## config.mk

```make
export PLATFORM = sky130hd
export DESIGN_NAME = orientation_sequencer
export DESIGN_NICKNAME = d
export VERILOG_FILES = /design/src/rtl/orientation_sequencer.sv
export SDC_FILE = /design/constraint.sdc
export NUM_CORES = 1
export LEC_CHECK = 0
export ABC_AREA = 1
export ABC_CLOCK_PERIOD_IN_PS = 2600
export CAP_MARGIN = 40
export CORE_MARGIN = 5
export CORE_UTILIZATION = 53
export DETAILED_ROUTE_END_ITERATION = 8
export PLACE_DENSITY_LB_ADDON = 0.2
export RECOVER_POWER = 25
export SLEW_MARGIN = 20
export SYNTH_ARGS = -nofsm -noshare
export SYNTH_HDL_FRONTEND = slang
export SYNTH_SLANG_ARGS = --single-unit
```

## constraint.sdc

```tcl
create_clock -name clock -period 2.6 [get_ports clock]
set_clock_uncertainty 0.2 [all_clocks]
set_input_delay 0.39 -clock clock [delete_from_list [all_inputs] [get_ports clock]]
set_output_delay 0.39 -clock clock [all_outputs]
set_load 0.05 [all_outputs]
```

## src/rtl/orientation_sequencer.sv

```systemverilog
// Sequences one rover-heading measurement: capture position, move, settle,
// capture again, run orientation_math and latch its 5-bit result.
module orientation_sequencer #(
  parameter int unsigned SETTLE_CYCLES  = 13500000,
  parameter int unsigned TIMEOUT_CYCLES = 54000000,
  parameter int unsigned COUNT_WIDTH    = 26
) (
  input  logic        clock,
  input  logic        reset,
  input  logic        start,
  input  logic [11:0] r_theta_in,
  input  logic        r_theta_valid,
  input  logic        math_done,
  input  logic [4:0]  orientation_in,
  output logic [11:0] r_theta_original,
  output logic [11:0] r_theta_final,
  output logic        math_enable,
  output logic        move_cmd,
  output logic [4:0]  orientation,
  output logic        orientation_valid,
  output logic        busy,
  output logic        error
);

  typedef enum logic [2:0] {
    IDLE,
    WAIT_ORIG,
    MOVE,
    SETTLE,
    WAIT_FINAL,
    CALC,
    WAIT_DONE,
    ABORT
  } state_t;

  localparam logic [COUNT_WIDTH-1:0] SETTLE_LAST  = COUNT_WIDTH'(SETTLE_CYCLES - 1);
  localparam logic [COUNT_WIDTH-1:0] TIMEOUT_LAST = COUNT_WIDTH'(TIMEOUT_CYCLES - 1);

  state_t                 state, state_next;
  logic [COUNT_WIDTH-1:0] count, count_next;
  logic [11:0]            original_next, final_next;
  logic [4:0]             orientation_next;
  logic                   valid_next, error_next;
  logic                   at_timeout, at_settle_end;

  assign at_timeout    = (count == TIMEOUT_LAST);
  assign at_settle_end = (count == SETTLE_LAST);

  always_ff @(posedge clock) begin
    if (reset) begin
      state             <= IDLE;
      count             <= '0;
      r_theta_original  <= '0;
      r_theta_final     <= '0;
      orientation       <= '0;
      orientation_valid <= 1'b0;
      error             <= 1'b0;
    end else begin
      state             <= state_next;
      count             <= count_next;
      r_theta_original  <= original_next;
      r_theta_final     <= final_next;
      orientation       <= orientation_next;
      orientation_valid <= valid_next;
      error             <= error_next;
    end
  end

  // Events are tested before the terminal count so a same-cycle event wins.
  always_comb begin
    state_next       = state;
    count_next       = count;
    original_next    = r_theta_original;
    final_next       = r_theta_final;
    orientation_next = orientation;
    valid_next       = orientation_valid;
    error_next       = error;
    move_cmd         = 1'b0;
    math_enable      = 1'b0;
    busy             = (state != IDLE);

    case (state)
      IDLE: begin
        if (start) begin
          state_next = WAIT_ORIG;
          count_next = '0;
          valid_next = 1'b0;
          error_next = 1'b0;
        end
      end
      WAIT_ORIG: begin
        if (r_theta_valid) begin
          original_next = r_theta_in;
          state_next    = MOVE;
        end else if (at_timeout) begin
          state_next = ABORT;
          error_next = 1'b1;
        end else begin
          count_next = count + COUNT_WIDTH'(1);
        end
      end
      MOVE: begin
        move_cmd   = 1'b1;
        count_next = '0;
        state_next = SETTLE;
      end
      SETTLE: begin
        if (at_settle_end) begin
          count_next = '0;
          state_next = WAIT_FINAL;
        end else begin
          count_next = count + COUNT_WIDTH'(1);
        end
      end
      WAIT_FINAL: begin
        if (r_theta_valid) begin
          final_next = r_theta_in;
          if (r_theta_in == r_theta_original) begin
            state_next = ABORT;
            error_next = 1'b1;
          end else begin
            state_next = CALC;
          end
        end else if (at_timeout) begin
          state_next = ABORT;
          error_next = 1'b1;
        end else begin
          count_next = count + COUNT_WIDTH'(1);
        end
      end
      CALC: begin
        math_enable = 1'b1;
        count_next  = '0;
        state_next  = WAIT_DONE;
      end
      WAIT_DONE: begin
        if (math_done) begin
          orientation_next = orientation_in;
          valid_next       = 1'b1;
          state_next       = IDLE;
        end else if (at_timeout) begin
          state_next = ABORT;
          error_next = 1'b1;
        end else begin
          count_next = count + COUNT_WIDTH'(1);
        end
      end
      ABORT: begin
        valid_next = 1'b0;
        state_next = IDLE;
      end
      default: state_next = IDLE;
    endcase
  end

endmodule
```

== Word-level counts from Yosys, hierarchy flattened ==
Index checks and enable logic that the tools add are counted.
Word-level totals
  flip-flop bits (word level): 60
  latch bits: 0
  bits in writable memories: 0
  ROM bits: 0
  bits of input ports: 22
  output and inout bits: 34
  word-level logic and storage cells: 64
  memories: 0
Operators by class
  add/subtract/negate cells: 1
  multiply operators: 0
  divide/modulo/power cells: 0
  $lt $le $gt $ge: 0
  equal/unequal tests: 17
  shift-type cells: 0
  multiplexer cells: 25
  bitwise logic cells: 0
  reduce and logical (&&, ||, !) cells: 14
Operators with widths (count)
  2-to-1 mux 26 bit: 5
  one-hot mux 26 bit (5 select lines): 1
  adder 26 x 1 -> 26 bit (second input constant): 1
  equality test 26 x 24 -> 1 bit (second input constant): 1
  equality test 26 bit (second input constant): 1
  one-hot mux 3 bit (8 select lines): 1
  2-to-1 mux 3 bit: 6
  equality test 12 bit: 1
  equality test 3 bit (second input constant): 4
  != test 2 bit (second input constant): 6
  2-to-1 mux 1 bit: 9
  AND reduction 2 bit: 4
  equality test 3 x 2 -> 1 bit (second input constant): 2
  nonzero test 3 bit: 2
  AND reduction 5 bit: 1
  nonzero test 5 bit: 1
  one-hot mux 1 bit (4 select lines): 1
  AND reduction 4 bit: 1
  nonzero test 4 bit: 1
  OR reduction 2 bit: 2
  equality test 3 x 1 -> 1 bit (second input constant): 1
  zero test 3 bit: 1
  != test 3 bit (second input constant): 1
  one-hot mux 1 bit (3 select lines): 1
  2 further kinds: 2

== Longest topological paths before layout ==
Gate-level depths: netlist (run 1).
  word-level depth: 4
  gate-level depth with buffers: 14
  depth with buffers taken out: 13

== Worst setup path after synthesis (run 1) ==
Ideal clock, no wire load.
  path kind: register -> register
  start point: register state[0]
  end point: register state[2]
  library setup time: 0.065 ns
  data arrival time: 1.619 ns
  required time: 2.335 ns
  setup slack: 0.716 ns
  stages on the path, launching flop included: 7
  buffers on the path: 0
  clock period less this slack: 1.884 ns
  cell sequence: dfxtp_1 -> nand2_1 -> nor2_1 -> nor4_1 -> o21ai_0 -> nand3_1 -> nor2_1
On the way
  word-level cells in the longest chain between the ends: 3
  elaborated cells on any way between the ends: 12
  those cells by class: eq/ne: 9; mux: 1; reduce/logical: 2
RTL lines
  start, declared: line 39  | state_t state, state_next;
  start signal, assigned: line 59  | state <= state_next;
  equality test 3 x 2 -> 1 bit or zero test 3 bit (tied branches): line 82  | case (state)
  != test 2 bit (no source line)
  AND reduction 2 bit (no source line)
Parallel ways exist; a longest one is shown, timed or not.
A chain may end at the register's enable or synchronous reset.

== Worst setup path after layout (run 1) ==
  start point: register state[1]
  end point: output busy
On the way
  word-level cells in the longest chain between the ends: 1
RTL lines
  nonzero test 3 bit: line 80  | busy = (state != IDLE);
  end, declared: line 21  | output logic busy,
No other way between the ends.

==> impl_metrics.json, run 1 <==
{
  "fp-row-count": 28,
  "fin_crit_ns": 2.31,
  "cts_hold_buf": 0,
  "grt_usage_pct": 23.2,
  "cp-start-kind": "flop",
  "numCtsBuffers": 9,
  "rsz0062_at_grt": "no",
  "total_power_mw": 2.28,
  "synth_common_cells": "116 x nand2_1, 69 x nor2_1, 60 x dfxtp_1",
  "synthMostInstantiatedCell": "nand2_1",
  "setup_viol_count_final": 0,
  "firstDrtPassIters": 5,
  "worstPathRequired_ns": 2.01,
  "slowest_stage": "dfxtp_1",
  "synth_edf_count": 0,
  "regArea_um2": 1200,
  "tns_ns": 0,
  "clk_pin_slew_worst_paths_ns": 0.07,
  "final_nets": 574,
  "cts_tree": "built",
  "critPathKind": "reg -> out",
  "diodes": 0,
  "multi_input_area_um2": 1650,
  "cts-root-buf": "clkbuf_8",
  "p_leak_nw": 1.52,
  "yosysTopAreaCell": "dfxtp_1",
  "wl_per_cell_um": 13.2,
  "wirelength_mm": 8.35,
  "crit_arrival_ns": 1.72,
  "htree_levels": 3,
  "insertion_delay_ns": 0.35,
  "die_width_um": 87.7,
  "core_area_um2": 5890,
  "synthTopCellsByArea": "dfxtp_1 38%, nand2_1 14%, nor2_1 8.1%, inv_1 6.7%, nand3_1 6.6%",
  "slew_headroom_pct": 51.8,
  "fillCellCount": 538,
  "ios": 56,
  "placed_area_um2": 3800,
  "numClockSinks": 60,
  "max-cap-violations": 0,
  "design_area_um2": 3960,
  "grt_antenna_before_repair": 0,
  "syn_nets": 518,
  "vias": 3349,
  "grt-ovfl-total": 0,
  "tightest_slew_ns": 0.723,
  "fin_crit_sh_pct": 88.8,
  "p_per_area_nw_per_um2": 577,
  "syn_avg_cell_area_um2": 6.46,
  "die_y_um": 87.7,
  "start_util_pct": 54.3,
  "status": "finished, final reports clean",
  "ant_nets": 0,
  "synth_ff_type": "dfxtp_1",
  "peakVddDrop_uv": 419,
  "ys_warn_count": 0,
  "drc": 0,
  "die_area_um2": 7690,
  "port_buffers": 55,
  "cp_cell_sequence": "nor2_1 > inv_1 > dlygate4sd2_1",
  "critical_path.max_fanout": 8,
  "ys_seq_area_share_pct": 37.6,
  "synth_top_area_share_pct": 37.6,
  "postLayoutCoreUtil_pct": 67.3,
  "cp_top_family": "buffers and inverters",
  "drv_slew": 0,
  "dp_hpwl_mm": 6.06,
  "ys_seq_elements": 60,
  "critPathBufInv": 2,
  "drive_above_1_share_pct": 7.01,
  "clockBufferDepth": 2,
  "endpoint_kind": "output pin",
  "hold_viol": 0,
  "fmax_ghz": 0.433,
  "syn_to_final_growth_pct": 23.9,
  "drt_iter0_drc": 256,
  "hold_class": "reg -> reg",
  "finalWeightedCongestion": 0.902,
  "netlist_area_um2": 3200,
  "ys_types": 28,
  "grt_pass1_wl_mm": 14.1,
  "synth-async-reset-ratio_pct": 0,
  "first_global_vias": 3153,
  "synthCells": 495,
  "grt_max_degree": 23,
  "cp_slowest_stage_delay_ns": 0.57,
  "via_per_inst": 5.31
}
-- flip-flops by register name, summed over array words and instances (netlist names) --
name	cells
count	26
error	1
orientation	5
orientation_valid	1
r_theta_final	12
r_theta_original	12
state	3
-- final timing paths --
path	slack, ns	endpoint	cells past startpoint	from
max	0.29	busy	3	state[1]$_SDFFE_PP0P_
min	0.25	orientation[1]$_SDFFE_PP0P_	2	orientation[1]$_SDFFE_PP0P_
max reg2reg	0.37	count[13]$_SDFFE_PP0P_	12	count[0]$_SDFFE_PP0P_
min reg2reg	0.25	orientation[1]$_SDFFE_PP0P_	2	orientation[1]$_SDFFE_PP0P_
-- layout by cell type, fill, tap and decap left out --
cell	synthesis	routed
inv_2	6	5
nor3_1	8	8
buf_4	3	6
clkinvlp_4	0	1
nand2_1	116	117
nand3_1	42	42
clkbuf_1	9	5
nand4_1	10	10
a21oi_1	38	38
bufinv_16	0	1
o21ai_1	10	10
nand3b_1	4	4
nor2_8	1	1
o21bai_2	2	2
xnor2_1	7	7
ha_1	1	1
inv_1	57	58
nor4_1	5	5
nor2_2	6	4
o21ba_2	1	1
nand3_2	1	1
dlygate4sd2_1	0	2
clkinv_2	0	3
dfxtp_1	60	60
o21ai_0	27	27
clkbuf_8	0	9
clkdlybuf4s50_1	0	52
nand2_2	4	4
o21ai_2	1	1
nor2_1	69	71
-- tightest hold or removal path: stages (launching register included) --
cell,delay (ns)
dfxtp_1,0.31
inv_1,0.05
a21oi_1,0.05
-- per-layer routing --
| metal | up-vias | global-route usage [%] | routed length (um) |
|---|---|---|---|
| met1 | 1514 | 29.7 | 3840 |
| met3 | 23 | 4.61 | 462 |
| li1 | 1695 | - | - |
| met2 | 117 | 37.0 | 3850 |
| met5 | - | 0 | 0 |
| met4 | 0 | 12.0 | 199 |
-- power breakdown --
part           internal (mW)  total, mW  switching (mW)
logic                  0.158      0.475           0.318
registers              0.951      0.986          0.0351
clock network          0.438      0.821           0.383
total                   1.55       2.28           0.736
-- per-stage QoR --
| step | setup WS (ns) | std cells | hold WS, ns |
|---|---|---|---|
| floorplan | 0.716 | 495 | 0.261 |
| global placement | 0.360 | 615 | 0.229 |
| detailed placement | 0.294 | 615 | 0.237 |
| CTS | 0.277 | 631 | 0.249 |
| global route | 0.101 | 631 | 0.263 |
| finish | 0.291 | 631 | 0.247 |
-- area by class of cell --
class | count | share of cell area, %
inverters | 63 | 5.97
clock buffers | 11 | 3.32
well taps | 75 | 2.37
clock inverters | 5 | 1.33
flip-flops and latches | 60 | 30.3
multi-input cells | 354 | 41.7
repair buffers | 63 | 15.0
-- repair_timing --
action / in CTS / in global routing
setup endpoints to repair: 2 / 0
setup buffers: 0 / 0
resized for setup: 2 / 0
hold endpoints to repair: 0 / 0
-- kinds of logic after synthesis --
| kind of cell | after synthesis | synth area share, % |
|---|---|---|
| xor gates and xnor gates | 7 | 1.92 |
| DFF | 60 | 37.6 |
| buffers and inverters | 81 | 10.4 |
| adders and majority gates | 1 | 0.391 |
| AOI/OAI and AO/OA | 79 | 13.0 |
| and+or+nand+nor | 267 | 36.7 |
Power figures use the tool's default switching activity.
==> run 2, diff against run 1 <==
Settings changed: GPL_ROUTABILITY_DRIVEN from default to 0.
==> impl_metrics.json, run 2 (synthesis gave the netlist of run 1 again) <==
{
  "cp_cell_sequence": "ha_1 > nand3_1 > nor3_1 > nand3_1 > nand2_2 > buf_4 > nor2_2 > nand3_1 > nand2_1 > nor2_1",
  "die_width_um": 87.7,
  "fillCellCount": 533,
  "mostFrequentLayoutCells": "117 x nand2_1, 71 x nor2_1, 60 x dfxtp_1, 58 x inv_1, 52 x clkdlybuf4s50_1",
  "reg2reg_depth": 10,
  "path_common_cell": "nand3_1",
  "vias": 3315,
  "status": "finished, final reports clean",
  "die_y_um": 87.7,
  "drive_above_1_share_pct": 6.85,
  "multi_input_area_um2": 1650,
  "grt-ovfl-total": 0,
  "ant_nets": 0,
  "dpl.cell_count": 615,
  "drv_slew": 0,
  "die_area_um2": 7690,
  "setup.worst_path.start": "count[0]$_SDFFE_PP0P_",
  "drc": 0,
  "via_per_inst": 5.26,
  "layout.cells.non_filler": 630,
  "drt_iter0_drc": 134,
  "worstHoldStart": "orientation[3]$_SDFFE_PP0P_",
  "wirelength_mm": 8.36,
  "p_per_area_nw_per_um2": 585,
  "critPathBufInv": 1,
  "switching_power_mw": 0.703,
  "crit_arrival_ns": 2.32,
  "pwr-share-seq_pct": 42.3,
  "first_global_vias": 3140,
  "tns_ns": 0,
  "largest_reg_flops": 26,
  "syn_to_final_growth_pct": 24.7,
  "fin_crit_ns": 2.24,
  "regToRegStartpoint": "count[0]$_SDFFE_PP0P_",
  "ios": 56,
  "p_comb_share_pct": 20.3,
  "p_int_mw": 1.63,
  "p_leak_nw": 1.55,
  "numClockSinks": 60,
  "hold_class": "reg -> reg",
  "insertion_delay_ns": 0.34,
  "reg2reg_slack_ns": 0.36,
  "slew_headroom_pct": 52.6,
  "regMostFlops": "count",
  "swShare_pct": 30.1,
  "grt_pass1_wl_mm": 13.7,
  "final_nets": 574,
  "fmax_ghz": 0.447,
  "cp-start-kind": "flop",
  "diodes": 0,
  "worstPathRequired_ns": 2.68,
  "regArea_um2": 1200,
  "setup_viol_count_final": 0,
  "firstDrtPassIters": 6,
  "reg.largest.list": "count (26), r_theta_final (12), r_theta_original (12)",
  "core_area_um2": 5890,
  "max-cap-violations": 0,
  "numCtsBuffers": 9,
  "min_path_cells": 2,
  "cts_tree": "built",
  "grt_antenna_before_repair": 0,
  "cts-root-buf": "clkbuf_8",
  "critical_path.max_fanout": 15,
  "tightest_slew_ns": 0.711,
  "postLayoutCoreUtil_pct": 67.7,
  "slowest_stage": "dfxtp_1",
  "fin_crit_sh_pct": 86.0,
  "cp_top_family": "simple AND/OR/NAND/NOR gates",
  "hold_viol": 0,
  "grt_max_degree": 23,
  "port_buffers": 55,
  "final_common_cell": "nand2_1",
  "fp-row-count": 28,
  "grt_usage_pct": 22.5,
  "reg2reg_to": "count[11]$_SDFFE_PP0P_",
  "rsz0062_at_grt": "no",
  "peakVddDrop_uv": 436,
  "clkPwrFrac_pct": 37.3,
  "critPathKind": "reg -> reg",
  "cts_hold_buf": 0,
  "dp_hpwl_mm": 6.15,
  "holdPathEnd": "orientation[3]$_SDFFE_PP0P_",
  "endpoint_kind": "flop",
  "clockBufferDepth": 2,
  "clk_pin_slew_worst_paths_ns": 0.07,
  "cp_slowest_stage_delay_ns": 0.38,
  "htree_levels": 3,
  "total_power_mw": 2.33,
  "start_util_pct": 54.3,
  "wl_per_cell_um": 13.3
}
[run 2: what timing repair did]
action	CTS	global route
gates resized for setup	0	2
buffers inserted	0	0
setup endpoints to repair	0	2
[run 2: per-layer routing]
metal | global-route usage (%) | wire length, um | up-vias
met1 | 26.7 | 3640 | 1492
met5 | 0 | 0 | -
met2 | 38.2 | 4090 | 115
met4 | 8.93 | 134 | 0
met3 | 6.87 | 491 | 17
li1 | - | - | 1691
[run 2: worst max path at each step]
stage                                         to  slack, ns  cells after the start
after floorplan            state[2]$_SDFFE_PP0P_       0.72                      6
after global placement    count[17]$_SDFFE_PP0P_       0.32                      9
after detailed placement  count[17]$_SDFFE_PP0P_       0.26                      9
after CTS                                   busy       0.04                      3
after global routing      count[11]$_SDFFE_PP0P_       0.16                     10
final                     count[11]$_SDFFE_PP0P_       0.36                     10
[run 2: layout make-up]
class,instances,share of cell area (%)
clock inverters,1,0.753
inverters,63,5.93
well taps,75,2.35
clock buffers,14,4.33
flip-flops and latches,60,30.1
repair buffers,63,15.1
multi-input cells,354,41.4
[run 2: per-stage QoR]
| step | instance area (um^2) | setup WS [ns] | hold slack [ns] |
|---|---|---|---|
| floorplan | 3200 | 0.716 | 0.261 |
| global placement | 3800 | 0.316 | 0.230 |
| detailed placement | 3800 | 0.260 | 0.236 |
| CTS | 4010 | 0.0363 | 0.245 |
| global route | 3990 | 0.163 | 0.254 |
| finish | 3990 | 0.365 | 0.243 |
[run 2: worst register-to-register path, stage by stage (launching register included)]
cell and delay (ns):
dfxtp_1 0.38, ha_1 0.23, nand3_1 0.18, nor3_1 0.30
nand3_1 0.13, nand2_2 0.14, buf_4 0.24, nor2_2 0.08
nand3_1 0.12, nand2_1 0.07, nor2_1 0.09
[run 2: power by group through the flow]
stage | logic (mW) | clock network [mW] | registers, mW
finish | 0.474 | 0.870 | 0.987
CTS | 0.477 | 0.883 | 0.987
floorplan | 0.271 | 0 | 1.07
global placement | 0.468 | 0 | 1.01
global route | 0.519 | 0.917 | 0.991
detailed placement | 0.474 | 0 | 1.01
==> run 3, diff against run 2 <==
Settings changed: CAP_MARGIN 40 to default.
==> results of run 3 <==
Same layout as run 2: the final DEF is identical, and so are final timing and power.
